**config.mk**
```make
export PLATFORM = sky130hd
export DESIGN_NAME = cat_tx_feeder
export DESIGN_NICKNAME = d
export VERILOG_FILES = /design/src/rtl/cat_tx_pkg.sv /design/src/rtl/cat_tx_fifo.sv /design/src/rtl/cat_tx_feeder.sv
export SDC_FILE = /design/constraint.sdc
export NUM_CORES = 1
export LEC_CHECK = 0
export CORE_AREA = 5 5 272 274
export DETAILED_ROUTE_END_ITERATION = 6
export DIE_AREA = 0 0 277 279
export SYNTH_ARGS = -nofsm -noshare
export SYNTH_HDL_FRONTEND = slang
export SYNTH_SLANG_ARGS = --single-unit
export TNS_END_PERCENT = 100
```
**constraint.sdc**
```tcl
create_clock -name radio_clk -period 4.9 [get_ports radio_clk]
set_clock_uncertainty 0.2 [all_clocks]
set_input_delay 1.47 -clock radio_clk [delete_from_list [all_inputs] [get_ports radio_clk]]
set_output_delay 1.47 -clock radio_clk [all_outputs]
set_load 0.01 [all_outputs]
```
**src/rtl/cat_tx_pkg.sv**
```systemverilog
// Shared types and helpers for the AD9361 TX sample feeder.
// Holds the feeder state encoding, per-lane sample structs and the 16->12 bit rounder.
package cat_tx_pkg;

    localparam int SAMP_W    = 12;
    localparam int AXI_W     = 32;
    localparam int COMP_W    = AXI_W / 2;
    localparam int NUM_LANES = 2;

    localparam logic [COMP_W-1:0] SAT_THRESH = 16'h7FF8;
    localparam logic [SAMP_W-1:0] SAT_MAX    = 12'h7FF;

    typedef enum logic [1:0] {
        IDLE     = 2'd0,
        PRIME    = 2'd1,
        RUN      = 2'd2,
        UNDERRUN = 2'd3
    } tx_state_e;

    typedef struct packed {
        logic [COMP_W-1:0] i;
        logic [COMP_W-1:0] q;
    } axi_samp_t;

    typedef struct packed {
        logic [SAMP_W-1:0] i;
        logic [SAMP_W-1:0] q;
    } tx_samp_t;

    // Round half-up by adding 8 LSBs; only the positive end can overflow 12 bits.
    function automatic logic [SAMP_W-1:0] round_sat(input logic [COMP_W-1:0] x);
        logic [COMP_W:0] y;
        y = {x[COMP_W-1], x} + (COMP_W+1)'(8);
        if (!x[COMP_W-1] && (x >= SAT_THRESH))
            round_sat = SAT_MAX;
        else
            round_sat = SAMP_W'(y >> 4);
    endfunction

endpackage

```
**src/rtl/cat_tx_fifo.sv**
```systemverilog
// First-word-fall-through FIFO for one feeder channel.
// Head word is valid whenever !empty; flush clears occupancy on the next edge.
module cat_tx_fifo #(
    parameter int DEPTH = 8,
    parameter int W     = 32
) (
    input  logic                       radio_clk,
    input  logic                       radio_rst,
    input  logic                       flush,
    input  logic                       wr_en,
    input  logic [W-1:0]               wr_data,
    input  logic                       rd_en,
    output logic [W-1:0]               rd_data,
    output logic                       full,
    output logic                       empty,
    output logic [$clog2(DEPTH):0]     level
);

    localparam int AW = $clog2(DEPTH);

    logic [W-1:0]  mem [DEPTH];
    logic [AW-1:0] wr_ptr;
    logic [AW-1:0] rd_ptr;
    logic          push;
    logic          pop;

    assign full    = (level == (AW+1)'(DEPTH));
    assign empty   = (level == '0);
    assign push    = wr_en && !full && !flush;
    assign pop     = rd_en && !empty && !flush;
    assign rd_data = mem[rd_ptr];

    always_ff @(posedge radio_clk or posedge radio_rst) begin
        if (radio_rst) begin
            wr_ptr <= '0;
            rd_ptr <= '0;
            level  <= '0;
        end else if (flush) begin
            wr_ptr <= '0;
            rd_ptr <= '0;
            level  <= '0;
        end else begin
            if (push) wr_ptr <= wr_ptr + 1'b1;
            if (pop)  rd_ptr <= rd_ptr + 1'b1;
            level <= level + (AW+1)'(push) - (AW+1)'(pop);
        end
    end

    // Storage needs no reset; occupancy alone decides what is valid.
    always_ff @(posedge radio_clk) begin
        if (push) mem[wr_ptr] <= wr_data;
    end

endmodule

```
**src/rtl/cat_tx_feeder.sv**
```systemverilog
// Two-channel TX sample feeder: per-channel FWFT buffering, priming, underrun
// detection and lock-step pops so both channels stay sample-aligned.
module cat_tx_feeder
    import cat_tx_pkg::*;
#(
    parameter int FIFO_DEPTH  = 8,
    parameter int PRIME_LEVEL = 4
) (
    input  logic              radio_clk,
    input  logic              radio_rst,
    input  logic              run,
    input  logic [1:0]        ch_en,
    input  logic [AXI_W-1:0]  s0_tdata,
    input  logic              s0_tvalid,
    output logic              s0_tready,
    input  logic [AXI_W-1:0]  s1_tdata,
    input  logic              s1_tvalid,
    output logic              s1_tready,
    input  logic              tx_stb,
    output logic [SAMP_W-1:0] tx_i0,
    output logic [SAMP_W-1:0] tx_q0,
    output logic [SAMP_W-1:0] tx_i1,
    output logic [SAMP_W-1:0] tx_q1,
    output logic              underrun,
    output logic [15:0]       underrun_cnt,
    output logic              active
);

    localparam int LW = $clog2(FIFO_DEPTH) + 1;

    tx_state_e state;
    tx_state_e state_nxt;

    logic [NUM_LANES-1:0]         en_q;
    logic [NUM_LANES-1:0]         s_tvalid;
    logic [NUM_LANES-1:0]         s_tready;
    logic [NUM_LANES-1:0]         fifo_full;
    logic [NUM_LANES-1:0]         fifo_empty;
    logic [NUM_LANES-1:0]         ch_primed;
    logic [NUM_LANES-1:0]         ch_starved;
    logic [NUM_LANES-1:0][LW-1:0] level;
    axi_samp_t [NUM_LANES-1:0]    s_tdata;
    axi_samp_t [NUM_LANES-1:0]    head;
    tx_samp_t  [NUM_LANES-1:0]    tx_d;
    tx_samp_t  [NUM_LANES-1:0]    tx_q;

    logic accept;
    logic flush;
    logic stb_run;
    logic pop;
    logic ur_hit;

    assign s_tdata   = {s1_tdata, s0_tdata};
    assign s_tvalid  = {s1_tvalid, s0_tvalid};
    assign s0_tready = s_tready[0];
    assign s1_tready = s_tready[1];

    // A dropped run request wins over every other event this cycle.
    assign flush   = (state == IDLE) || !run;
    assign stb_run = (state == RUN) && run && tx_stb;
    assign pop     = stb_run && !(|ch_starved);
    assign ur_hit  = stb_run && (|ch_starved);

    for (genvar n = 0; n < NUM_LANES; n++) begin : g_ch
        assign s_tready[n]   = accept && en_q[n] && !fifo_full[n];
        assign ch_primed[n]  = !en_q[n] || (level[n] >= LW'(PRIME_LEVEL));
        assign ch_starved[n] = en_q[n] && fifo_empty[n];
        assign tx_d[n]       = en_q[n] ? '{i: round_sat(head[n].i), q: round_sat(head[n].q)}
                                       : '0;

        cat_tx_fifo #(
            .DEPTH (FIFO_DEPTH),
            .W     (AXI_W)
        ) u_fifo (
            .radio_clk (radio_clk),
            .radio_rst (radio_rst),
            .flush     (flush),
            .wr_en     (s_tvalid[n] && s_tready[n]),
            .wr_data   (s_tdata[n]),
            .rd_en     (pop && en_q[n]),
            .rd_data   (head[n]),
            .full      (fifo_full[n]),
            .empty     (fifo_empty[n]),
            .level     (level[n])
        );
    end

    always_ff @(posedge radio_clk or posedge radio_rst) begin
        if (radio_rst) state <= IDLE;
        else           state <= state_nxt;
    end

    always_comb begin
        state_nxt = state;
        if (!run) begin
            state_nxt = IDLE;
        end else begin
            case (state)
                IDLE:     if (|ch_en)                state_nxt = PRIME;
                PRIME:    if (&ch_primed)            state_nxt = RUN;
                RUN:      if (tx_stb && |ch_starved) state_nxt = UNDERRUN;
                UNDERRUN: state_nxt = UNDERRUN;
                default:  state_nxt = IDLE;
            endcase
        end
    end

    always_comb begin
        accept = 1'b0;
        active = 1'b0;
        case (state)
            PRIME:    accept = 1'b1;
            RUN:      begin accept = 1'b1; active = 1'b1; end
            UNDERRUN: accept = 1'b1;
            default:  ;
        endcase
    end

    // Channel mask is frozen for the whole transmit session.
    always_ff @(posedge radio_clk or posedge radio_rst) begin
        if (radio_rst)
            en_q <= '0;
        else if ((state == IDLE) && run && (|ch_en))
            en_q <= ch_en;
    end

    always_ff @(posedge radio_clk or posedge radio_rst) begin
        if (radio_rst) begin
            tx_q         <= '0;
            underrun     <= 1'b0;
            underrun_cnt <= '0;
        end else begin
            underrun <= ur_hit;
            if (ur_hit && (underrun_cnt != 16'hFFFF))
                underrun_cnt <= underrun_cnt + 1'b1;
            if (!run || ur_hit)
                tx_q <= '0;
            else if (pop)
                tx_q <= tx_d;
        end
    end

    assign tx_i0 = tx_q[0].i;
    assign tx_q0 = tx_q[0].q;
    assign tx_i1 = tx_q[1].i;
    assign tx_q1 = tx_q[1].q;

endmodule

```
# After elaboration in Yosys (flattened, before gate mapping)
# Memories as Yosys holds them, arrays and structs flattened.
# Index checks and enable logic that the tools add are counted.
dict set report word_totals {
  wordCells 133
  ff_bits 89
  mem_bits_ro 0
  mem_count 2
  output_inout_bits 68
  ram_bits 512
  latchBits 0
  input_bits 72
}
# name words width read_ports rd_clocked_by_memory_dff wr line
set memory_table {}
lappend memory_table {{g_ch[0].u_fifo.mem} 8 32 1 0 1 cat_tx_fifo.sv:21} ;# logic [W-1:0] mem [DEPTH];
lappend memory_table {{g_ch[1].u_fifo.mem} 8 32 1 0 1 cat_tx_fifo.sv:21}
dict set report op_classes {
  shift 0
  bitwise_logic 0
  n_mux 29
  n_lt_le_gt_ge 6
  multipliers 0
  add_sub_neg 13
  div 0
  n_eq_ne 9
  n_reduce_logical 60
}
# cell n
set op_table {}
lappend op_table {{48-bit two-way mux} 2}
lappend op_table {{16-bit by 5-bit adder with 16-bit output (second input constant)} 4}
lappend op_table {{16-bit by 15-bit greater-or-equal comparator with 1-bit output (second input constant)} 4}
lappend op_table {{12-bit two-way mux} 4}
lappend op_table {{24-bit two-way mux} 2}
lappend op_table {{1-bit logical AND} 30}
lappend op_table {{3-bit two-way mux} 8}
lappend op_table {{16-bit by 1-bit adder with 16-bit output (second input constant)} 1}
lappend op_table {{16-bit != test (second input constant)} 1}
lappend op_table {{1-bit logical NOT} 13}
lappend op_table {{3-bit by 1-bit adder with 3-bit output (second input constant)} 4}
lappend op_table {{2-bit nonzero test} 5}
lappend op_table {{4-bit by 1-bit adder with 4-bit output} 2}
lappend op_table {{4-bit == test (second input constant)} 2}
lappend op_table {{4-bit by 3-bit greater-or-equal comparator with 1-bit output (second input constant)} 2}
lappend op_table {{4-bit logical NOT} 2}
lappend op_table {{2-bit two-way mux} 4}
lappend op_table {{4-bit two-way mux} 2}
lappend op_table {{2-bit case mux with 4 select lines} 1}
lappend op_table {{4-bit by 1-bit subtractor with 4-bit output} 2}
lappend op_table {{1-bit two-way mux} 6}
lappend op_table {{3-bit by 2-bit != test with 1-bit output (second input constant)} 2}
lappend op_table {{2-bit == test (second input constant)} 2}
lappend op_table {{1-bit logical OR} 4}
lappend op_table {{other kinds (7)} 8}

# Depth between registers and ports, before layout
# Gate-level depths: netlist of the first run.
dict set report depth {
  depth_word 11
  ltp_mapped 14
  depth_no_buf 13
}

# Modules after synthesis
# A second synthesis of the first run with hierarchy kept.
dict set report hier_totals {
  hier_cells 1302
  hier_area_um2 24439.7
}
# module cells_each area_per_inst_um2 n_inst seq_area_each_um2
set modules_own_cells {}
lappend modules_own_cells {{cat_tx_fifo at g_ch[0].u_fifo} 446 10405.0 1 7937.6}
lappend modules_own_cells {{cat_tx_fifo at g_ch[1].u_fifo} 446 10323.7 1 7937.6}
lappend modules_own_cells {cat_tx_feeder 410 3711.1 1 1726.7}

# Least setup slack after synthesis of the first run
# No wires, ideal clock.
dict set report synth_path {
  path_type {input-to-reg}
  start {in s1_tvalid}
  end {mem g_ch[1].u_fifo.mem[0][10] (enable)}
  arrival_ns 3.562
  n_path_buf 0
  t_required_ns 4.258
  setup_slack_ns 0.696
  setup_ns 0.442
  path_stages 3
  path_cell_list {and3_1 nand2b_1 nor3_1}
}
dict set report synth_via {
  elab_chain_cells 5
}
# element line
set synth_lines {}
lappend synth_lines {{start, declared} cat_tx_feeder.sv:17} ;# input logic s1_tvalid,
lappend synth_lines {{1-bit logical AND} cat_tx_feeder.sv:78} ;# .wr_en (s_tvalid[n] && s_tready[n]),
lappend synth_lines {{1-bit logical AND (2 in series)} cat_tx_fifo.sv:29} ;# assign push = wr_en && !full && !flush;
lappend synth_lines {{1-bit two-way mux} cat_tx_fifo.sv:51} ;# if (push) mem[wr_ptr] <= wr_data;
lappend synth_lines {{1-bit two-way mux (implied by the code)} cat_tx_fifo.sv:51}
lappend synth_lines {{end, declared} cat_tx_fifo.sv:21}
# No other way between the ends.

# Final worst setup path of the first run
dict set report layout_path {
  start {reg state[0]}
  end {out s0_tready}
}
dict set report layout_via {
  elab_chain_cells 5
  word_cells_on_any_way 7
  classes_between {3 x eq/ne; 1 x mux; 3 x reduce/logical}
}
# element line
set layout_lines {}
lappend layout_lines {{start, declared} cat_tx_feeder.sv:31} ;# tx_state_e state;
lappend layout_lines {{start signal, assigned} cat_tx_feeder.sv:90} ;# else state <= state_nxt;
lappend layout_lines {{2-bit == test / 2-bit by 1-bit == test with 1-bit output (equally long branches)} cat_tx_feeder.sv:111} ;# case (state)
lappend layout_lines {{3-bit OR reduction (no line) (*)} -}
lappend layout_lines {{1-bit two-way mux (*)} cat_tx_feeder.sv:111}
lappend layout_lines {{1-bit logical AND (*) (2 in series)} cat_tx_feeder.sv:65} ;# assign s_tready[n] = accept && en_q[n] && !fifo_full[n];
lappend layout_lines {{end, declared} cat_tx_feeder.sv:15} ;# output logic s0_tready,
# Mark *: on every way between the ends. The rest lies on a longest branch, timed or not.

==> results of run 1 <==
==> worst paths after layout <==
path	to	slack, ps	from
worst max register to register	tx_i0[10]	1500	g_ch[0].u_fifo.rd_ptr[0]
worst min register to register	tx_q1[1]	290	tx_q1[1]
min in group asynchronous	tx_i1[9]	1190	radio_rst
worst max-delay path	s0_tready	1070	state[0]
max in group asynchronous	underrun_cnt[12]	2460	radio_rst
worst min-delay path	tx_q1[1]	290	tx_q1[1]
==> worst max-delay path, delay by kind of cell, from the launching register on <==
family                 cells  cell delay, ps
AOI/OAI and AO/OA          2             430
buffers and inverters      1             630
DFF                        1             510
==> registers in the layout, summed over array words and instances (netlist names) <==
name                cells
tx_q1                  12
tx_i0                  12
g_ch.u_fifo.mem       416
tx_i1                  12
en_q                    2
underrun_cnt           16
g_ch.u_fifo.level       8
g_ch.u_fifo.rd_ptr      6
state                   2
tx_q0                  12
g_ch.u_fifo.wr_ptr      6
underrun                1
==> metal layers <==
metal	wire [um]	GRT usage, %	part of all wire (%)	vias up
li1	-	-	-	5036
met1	20500	15.7	43	5828
met2	23100	20.1	48	273
met3	3050	3.43	6.4	81
met4	913	3.12	1.9	16
met5	143	0	0.30	-
==> power by group through the flow <==
stage          logic, uW  clock network, uW  registers [uW]
6_report             373               4250            4730
5_1_grt              414               4540            4740
4_1_cts              382               4370            4730
3_5_place_dp         380                  0            4820
3_3_place_gp         369                  0            4820
2_1_floorplan        185                  0            4820
==> placed cells by master (no fill, tap or decap), drive strengths merged, types with 11 or more instances in the layout <==
master,synthesis,routed
edfxtp,416,416
clkdlybuf4s50,0,127
mux4,102,102
dfrtp,89,89
clkbuf,13,76
nand2,53,53
nor2,52,52
mux2i,47,47
buf,37,34
nand3,31,31
mux2,30,30
xnor2,29,29
o21ai,28,28
a21oi,27,27
ha,23,23
inv,21,23
xor2,14,14
and2,14,14
nor3,14,14
nor2b,12,12
clkinv,0,11
==> metrics by stage <==
stage               worst slack [ps]  instances
floorplan                        696       1174
global placement                 719       2235
detailed placement               777       2235
CTS                              974       2335
global route                     879       2336
finish                          1070       2339
==> cell type report <==
| cell class | instances | area share (%) |
|---|---|---|
| Antenna cell | 4 | 0.0393 |
| Clock buffer | 76 | 5.74 |
| Clock inverter | 24 | 1.61 |
| Inverter | 21 | 0.319 |
| Multi-Input combinational cell | 598 | 23.7 |
| Sequential cell | 505 | 57.8 |
| Tap cell | 950 | 4.67 |
| Timing Repair Buffer | 161 | 6.09 |
==> cells by family after synthesis <==
family | Yosys count | share of synthesized area (%)
adders and majority gates | 25 | 1.55
buffers and inverters | 71 | 2.34
AOI/OAI and AO/OA | 106 | 3.35
xor gates and xnor gates | 43 | 1.78
muxes | 179 | 15.1
and+or+nand+nor | 245 | 6.43
DFF | 505 | 69.4
==> impl_metrics.env, run 1 <==
export IMPL_outcome="finished, final reports clean"
export IMPL_clk_root_buffer_cell="sky130_fd_sc_hd__clkbuf_16"
export IMPL_fillers=6686
export IMPL_detail_route_drc_violations=0
export IMPL_worstPathCellList="o21ai_0, a31oi_1, clkdlybuf4s50_1"
export IMPL_worst_slew_pin_transition_ps=1040
export IMPL_power_uw=9360
export IMPL_final_min_clock_period_ps=3830
export IMPL_finalInstanceArea_um2=25500
export IMPL_critPathRequiredTime_ps=3230
export IMPL_power_leakage_uw=0.00843
export IMPL_post_dp_cell_area_um2=23600
export IMPL_post_synth_instance_area_um2=21200
export IMPL_power_share_sequential_pct=50.6
export IMPL_dp_hpwl_mm=29.8
export IMPL_insertion_delay_ps=610
export IMPL_core_area_um2=71100
export IMPL_first_global_vias=11786
export IMPL_fraction_of_final_layout_cells_sized_beyond_drive_strength_1_pct=19.3
export IMPL_post_cts_setup_buffers=0
export IMPL_routed_wirelength_mm=47.7
export IMPL_finalSetupViolCount=0
export IMPL_grt_max_degree=67
export IMPL_clock_power_share_pct=45.4
export IMPL_rr_worst_depth=7
export IMPL_timing_max_cap_violations=0
export IMPL_hold_viol_final=0
export IMPL_synthCells=1174
export IMPL_post_synth_cell_area_avg_um2=18.1
export IMPL_max_vdd_ir_drop_v=0.000279
export IMPL_die_height_um=279
export IMPL_fmax_mhz=261
export IMPL_setup_worst_path_start_class="register"
export IMPL_multi_input_gate_area_in_the_final_layout_um2=6050
export IMPL_setup_worst_path_class="register to output port"
export IMPL_synth_sequential_area_ratio_pct=69.4
export IMPL_post_drt_via_cell_ratio=4.80
export IMPL_wl_per_cell_um=20.4
export IMPL_critPathMaxStageDelay_ps=630
export IMPL_cellPowerDensity_nw_per_um2=367
export IMPL_final_period_util_pct=78.1
export IMPL_cell_internal_pwr_uw=7420
export IMPL_layout_area_seq_um2=14700
export IMPL_drtAntennaViolNets=0
export IMPL_yosys_cell_types_count=71
export IMPL_drt_pre_antenna_iters=5
export IMPL_cts_tree="done"
export IMPL_cp_data_arrival_time_ps=2160
export IMPL_cts_htree_levels=2
export IMPL_ioPinCount=140
export IMPL_starting_utilization_of_the_core_area_pct=29.8
export IMPL_die_area_um2=77300
export IMPL_grt_setup_unrepaired="false"
export IMPL_hold_path_depth=1
export IMPL_hold_path_class="register to register"
export IMPL_final_nets=1437
export IMPL_setup_tns_final_ps=0
export IMPL_power_frac_comb_pct=4.0
export IMPL_port_buffer_count=127
export IMPL_synthTopCellsByArea="sky130_fd_sc_hd__edfxtp_1 (59%), sky130_fd_sc_hd__dfrtp_1 (11%), sky130_fd_sc_hd__mux4_2 (8.3%)"
export IMPL_power_share_switching_pct=20.7
export IMPL_grtUsageTotal_pct=12.1
export IMPL_layout_overhead_on_the_synthesized_area_pct=20.1
export IMPL_cts_path_max_buffers=3
export IMPL_netSwitchingPower_uw=1940
export IMPL_detail_route_iter0_violations=744
export IMPL_critPathCaptureType="output port"
export IMPL_synth_yosys_warnings=0
export IMPL_gp_congestion=0.788
export IMPL_worst_hold_slack_across_all_endpoints_ps=291
export IMPL_synth_cells_most_frequent="sky130_fd_sc_hd__edfxtp_1 (416), sky130_fd_sc_hd__dfrtp_1 (89), sky130_fd_sc_hd__mux4_2 (78)"
export IMPL_synth_top_cell_area_share_pct=58.9
export IMPL_layout_core_utilization_pct=35.8
export IMPL_yosys_cell_count_top_type="sky130_fd_sc_hd__edfxtp_1"
export IMPL_global_route_total_overflow=0
export IMPL_netlist_top_cell_by_area="sky130_fd_sc_hd__edfxtp_1"
export IMPL_yosys_register_bits=505
export IMPL_numCtsBuffers=53
export IMPL_synth_nets=1271
export IMPL_drv_slew=0
export IMPL_die_width_um=277
export IMPL_synth_enable_flop_cells=416
export IMPL_routed_via_count=11234
export IMPL_worst_slew_margin_rel_pct=30.8
export IMPL_number_of_antenna_violations_at_the_first_check_in_global_routing=11
export IMPL_cts_hold_fix_buffers=0
export IMPL_site_rows=98
export IMPL_worstPathMaxFanout=10
export IMPL_post_cts_resize_count=0
export IMPL_synth_ff_type="sky130_fd_sc_hd__edfxtp_1"
export IMPL_sink_count=505
export IMPL_crit_slowest_cell="sky130_fd_sc_hd__clkdlybuf4s50_1"
export IMPL_ffs_w_async_s_r_synth_pct=17.6
export IMPL_clkTransAtPathRegs_ps=60
export IMPL_grt_first_pass_wirelength_mm=72.9
Power figures use the tool's default switching activity.
==> run 2: changes to the inputs <==
==> constraint.sdc (replaced) <==
create_clock -name radio_clk -period 3.2 [get_ports radio_clk]
set_clock_uncertainty 0.2 [all_clocks]
set_input_delay 0.96 -clock radio_clk [delete_from_list [all_inputs] [get_ports radio_clk]]
set_output_delay 0.96 -clock radio_clk [all_outputs]
set_load 0.01 [all_outputs]
==> impl_metrics.env, run 2 (synthesis results as in run 1) <==
export IMPL_outcome="finished, final reports clean"
export IMPL_hold_viol_final=0
export IMPL_routed_via_count=11209
export IMPL_worstPathMaxFanout=9
export IMPL_grt_setup_unrepaired="false"
export IMPL_die_area_um2=77300
export IMPL_insertion_delay_ps=600
export IMPL_global_route_total_overflow=0
export IMPL_worst_hold_slack_across_all_endpoints_ps=286
export IMPL_leading_cell_types_in_the_layout_fill_and_taps_excluded="sky130_fd_sc_hd__edfxtp_1 (416), sky130_fd_sc_hd__clkdlybuf4s50_1 (125), sky130_fd_sc_hd__dfrtp_1 (82)"
export IMPL_site_rows=98
export IMPL_finalInstanceArea_um2=26200
export IMPL_grt_max_degree=90
export IMPL_critPathRequiredTime_ps=2040
export IMPL_most_common_cell_after_layout_fill_and_taps_aside="sky130_fd_sc_hd__edfxtp_1"
export IMPL_number_of_antenna_violations_at_the_first_check_in_global_routing=9
export IMPL_power_uw=14800
export IMPL_final_period_util_pct=95.8
export IMPL_starting_utilization_of_the_core_area_pct=29.8
export IMPL_detail_route_iter0_violations=565
export IMPL_routed_wirelength_mm=46.9
export IMPL_setup_worst_path_start_class="register"
export IMPL_largest_register="g_ch.u_fifo.mem"
export IMPL_first_global_vias=11744
export IMPL_finalSetupViolCount=0
export IMPL_grt_first_pass_wirelength_mm=72.2
export IMPL_cts_tree="done"
export IMPL_post_cts_setup_buffers=0
export IMPL_sink_count=505
export IMPL_hold_path_depth=1
export IMPL_setup_worst_path_class="register to output port"
export IMPL_core_area_um2=71100
export IMPL_wl_per_cell_um=19.8
export IMPL_die_width_um=277
export IMPL_cp_data_arrival_time_ps=1910
export IMPL_cts_path_max_buffers=3
export IMPL_crit_slowest_cell="sky130_fd_sc_hd__clkdlybuf4s50_1"
export IMPL_post_dp_cell_area_um2=24100
export IMPL_drt_pre_antenna_iters=4
export IMPL_rr_worst_depth=7
export IMPL_hold_path_class="register to register"
export IMPL_grtUsageTotal_pct=11.9
export IMPL_port_buffer_count=127
export IMPL_largest_register_ffs=416
export IMPL_layout_overhead_on_the_synthesized_area_pct=23.3
export IMPL_critPathMaxStageDelay_ps=570
export IMPL_detail_route_drc_violations=0
export IMPL_cts_hold_fix_buffers=0
export IMPL_fmax_mhz=326
export IMPL_critPathCaptureType="output port"
export IMPL_layout_top_registers="g_ch.u_fifo.mem: 416 flops, underrun_cnt: 16 flops"
export IMPL_timing_max_cap_violations=0
export IMPL_worst_slew_margin_rel_pct=45.5
export IMPL_numCtsBuffers=55
export IMPL_power_leakage_uw=0.00872
export IMPL_worst_slew_pin_transition_ps=812
export IMPL_fraction_of_final_layout_cells_sized_beyond_drive_strength_1_pct=21.8
export IMPL_place_detailed_instances=2266
export IMPL_final_min_clock_period_ps=3070
export IMPL_drtAntennaViolNets=0
export IMPL_post_drt_via_cell_ratio=4.72
export IMPL_layout_core_utilization_pct=36.8
export IMPL_ioPinCount=140
export IMPL_max_vdd_ir_drop_v=0.000438
export IMPL_stdcell_count=2373
export IMPL_drv_slew=0
export IMPL_clkTransAtPathRegs_ps=60
export IMPL_gp_congestion=0.802
export IMPL_die_height_um=279
export IMPL_worstPathCellList="nor2b_1, clkdlybuf4s50_1"
export IMPL_dp_hpwl_mm=30.0
export IMPL_cts_htree_levels=2
export IMPL_final_nets=1470
export IMPL_cellPowerDensity_nw_per_um2=565
export IMPL_clk_root_buffer_cell="sky130_fd_sc_hd__clkbuf_16"
==> run 2: repair_timing <==
item / CTS / global route
pin swaps: 0 / 0
resized for setup: 2 / 2
endpoints found under the setup margin: 2 / 2
gates cloned: 0 / 0
==> run 2: area by class of cell <==
| cell class | count | area [um2] |
|---|---|---|
| flip-flops and latches | 505 | 14700 |
| fillers | 6615 | 45000 |
| inverters | 21 | 82.6 |
| well taps | 950 | 1190 |
| clock inverters | 37 | 578 |
| diodes | 4 | 10.0 |
| repair buffers | 192 | 2060 |
| clock buffers | 66 | 1440 |
| multi-input cells | 598 | 6070 |
==> run 2: worst paths after layout <==
kind	startpoint	slack, ps	to
worst max-delay path	state[1]	130	active
worst min-delay path	tx_q1[3]	290	tx_q1[3]
worst max register to register	g_ch[1].u_fifo.rd_ptr[0]	190	tx_i1[7]
worst min register to register	tx_q1[3]	290	tx_q1[3]
max in group asynchronous	radio_rst	1700	tx_i1[6]
min in group asynchronous	radio_rst	620	underrun_cnt[11]
==> run 2: stage by stage <==
| stage | setup slack [ps] | TNS (ps) |
|---|---|---|
| final | 135 | 0 |
| after global routing | 1.81 | 0 |
| after CTS | 63.5 | 0 |
| after detailed placement | -163 | -897 |
| after global placement | -158 | -758 |
| after floorplan | 145 | 0 |
==> run 2: report_power, final <==
group          switching, uW  internal, uW  leakage (uW)  total (uW)
clock network           2580          4360      0.000991        6940
logic                    339           253       0.00277         592
registers               49.2          7200       0.00496        7250
==> run 2: worst max-delay path: cells and delay by family, from the launching register on <==
family	cells	cell delay (ps)
flip-flops	1	480
AND/OR/NAND/NOR	1	250
buffers and inverters	1	570
==> run 2: per-layer routing <==
metal	share of wire [%]	track usage (%)
met3	5.8	3.07
met2	49	20.3
met1	43	15.6
met5	0.12	0
met4	1.7	2.52
==> run 3: changes to the inputs <==
--- a/config.mk
+++ b/config.mk
@@ -6,6 +6,7 @@
 export NUM_CORES = 1
 export LEC_CHECK = 0
 export CORE_AREA = 5 5 272 274
+export CTS_CLUSTER_DIAMETER = 40
 export DETAILED_ROUTE_END_ITERATION = 6
 export DIE_AREA = 0 0 277 279
 export SYNTH_ARGS = -nofsm -noshare
==> impl_metrics.env, run 3 (synthesis results as in run 1) <==
export IMPL_outcome="finished, final reports clean"
export IMPL_die_area_um2=77300
export IMPL_rr_worst_depth=7
export IMPL_critPathCaptureType="output port"
export IMPL_post_drt_via_cell_ratio=4.70
export IMPL_fillers=6571
export IMPL_drv_slew=0
export IMPL_power_share_sequential_pct=44.8
export IMPL_cts_htree_levels=3
export IMPL_die_height_um=279
export IMPL_insertion_delay_ps=600
export IMPL_place_detailed_instances=2266
export IMPL_netSwitchingPower_uw=3510
export IMPL_first_global_vias=11985
export IMPL_leading_cell_types_in_the_layout_fill_and_taps_excluded="sky130_fd_sc_hd__edfxtp_1 (416), sky130_fd_sc_hd__clkdlybuf4s50_1 (125), sky130_fd_sc_hd__dfrtp_1 (83)"
export IMPL_clk_root_buffer_cell="sky130_fd_sc_hd__clkbuf_16"
export IMPL_most_common_cell_after_layout_fill_and_taps_aside="sky130_fd_sc_hd__edfxtp_1"
export IMPL_cp_data_arrival_time_ps=1900
export IMPL_hold_path_class="register to register"
export IMPL_grt_max_degree=90
export IMPL_ioPinCount=140
export IMPL_timing_max_cap_violations=0
export IMPL_cts_tree="done"
export IMPL_numCtsBuffers=76
export IMPL_fraction_of_final_layout_cells_sized_beyond_drive_strength_1_pct=24.0
export IMPL_site_rows=98
export IMPL_grt_setup_unrepaired="false"
export IMPL_port_buffer_count=127
export IMPL_cellPowerDensity_nw_per_um2=605
export IMPL_post_cts_resize_count=2
export IMPL_largest_register="g_ch.u_fifo.mem"
export IMPL_largest_register_ffs=416
export IMPL_core_area_um2=71100
export IMPL_layout_top_registers="g_ch.u_fifo.mem: 416 flops, underrun_cnt: 16 flops"
export IMPL_cell_internal_pwr_uw=12700
export IMPL_cts_path_max_buffers=3
export IMPL_clock_power_share_pct=51.5
export IMPL_max_vdd_ir_drop_v=0.000434
export IMPL_final_period_util_pct=95.7
export IMPL_sink_count=505
export IMPL_worst_slew_pin_transition_ps=802
export IMPL_drt_pre_antenna_iters=4
export IMPL_layout_overhead_on_the_synthesized_area_pct=26.3
export IMPL_hold_path_depth=1
export IMPL_finalSetupViolCount=0
export IMPL_critPathRequiredTime_ps=2040
export IMPL_worst_slew_margin_rel_pct=46.2
export IMPL_setup_worst_path_class="register to output port"
export IMPL_gp_congestion=0.802
export IMPL_final_nets=1491
export IMPL_setup_worst_path_start_class="register"
export IMPL_cts_hold_fix_buffers=0
export IMPL_final_min_clock_period_ps=3060
export IMPL_stdcell_count=2412
export IMPL_fmax_mhz=326
export IMPL_wl_per_cell_um=19.6
export IMPL_dp_hpwl_mm=30.0
export IMPL_power_uw=16200
export IMPL_post_cts_setup_buffers=0
export IMPL_routed_via_count=11346
export IMPL_routed_wirelength_mm=47.2
export IMPL_power_leakage_uw=0.00901
export IMPL_detail_route_drc_violations=0
export IMPL_drtAntennaViolNets=0
export IMPL_clkTransAtPathRegs_ps=50
export IMPL_grt_first_pass_wirelength_mm=72.5
export IMPL_power_frac_comb_pct=3.7
export IMPL_starting_utilization_of_the_core_area_pct=29.8
export IMPL_power_share_switching_pct=21.7
export IMPL_die_width_um=277
export IMPL_hold_viol_final=0
export IMPL_global_route_total_overflow=0
export IMPL_detail_route_iter0_violations=494
export IMPL_number_of_antenna_violations_at_the_first_check_in_global_routing=10
export IMPL_grtUsageTotal_pct=12.0
export IMPL_worstPathMaxFanout=9
run 3: changes by cell type in the layout (fill, tap and decap cells not counted), sizes merged:
cell / change
clkinvlp: +5
inv: +8
clkbuf: +18
bufinv: -6
clkinv: +14
run 3: worst max-delay path, cell delays in order, from the launching register on:
cell and delay, ps:
sky130_fd_sc_hd__dfrtp_1 480, sky130_fd_sc_hd__nor2b_1 260, sky130_fd_sc_hd__clkdlybuf4s50_1 580
run 3: metal layers:
metal | part of all wire [%] | up-vias | wire length [um] | global-route usage, %
met1 | 43 | 5835 | 20200 | 15.4
met4 | 2.2 | 10 | 1050 | 3.53
met2 | 49 | 249 | 23100 | 20.2
li1 | - | 5167 | - | -
met3 | 5.8 | 85 | 2760 | 3.40
met5 | 0.14 | - | 66 | 0
run 3: path summary, 6_finish.rpt:
kind / from / end / slack [ps]
max in group asynchronous: radio_rst / g_ch[1].u_fifo.rd_ptr[1] / 1710
max reg2reg: g_ch[1].u_fifo.rd_ptr[2] / tx_q1[0] / 210
min reg2reg: tx_q1[3] / tx_q1[3] / 280
min in group asynchronous: radio_rst / underrun_cnt[11] / 630
max: state[1] / active / 140
min: tx_q1[3] / tx_q1[3] / 280
run 3: final cells by class:
| class | count | area [um2] | share of cell area, % |
|---|---|---|---|
| tap | 950 | 1190 | 4.44 |
| sequential | 505 | 14700 | 55.0 |
| multi-input combinational | 598 | 6070 | 22.7 |
| timing repair buffer | 192 | 2060 | 7.68 |
| clock buffer | 84 | 1970 | 7.37 |
| clock inverter | 58 | 664 | 2.48 |
| antenna | 4 | 10.0 | 0.0374 |
| inverter | 21 | 82.6 | 0.308 |
run 3: power groups by stage:
stage               sequential [uW]  clock (uW)  combinational [uW]
global placement               7380           0                 594
floorplan                      7370           0                 284
global route                   7260        8840                 654
CTS                            7250        8550                 606
finish                         7250        8340                 592
detailed placement             7380           0                 608
run 3: per-stage QoR:
| step | utilization [%] | TNS (ps) | hold slack, ps | instance area (um2) | setup WS [ps] |
|---|---|---|---|---|---|
| 2_1_floorplan | - | 0 | 293 | 21200 | 145 |
| 3_3_place_gp | 33.9 | -758 | 267 | 24100 | -158 |
| 3_5_place_dp | 33.9 | -897 | 271 | 24100 | -163 |
| 4_1_cts | 37.6 | 0 | 287 | 26800 | 79.4 |
| 5_1_grt | 37.6 | 0 | 311 | 26800 | 1.77 |
| 6_report | 37.6 | 0 | 285 | 26800 | 136 |
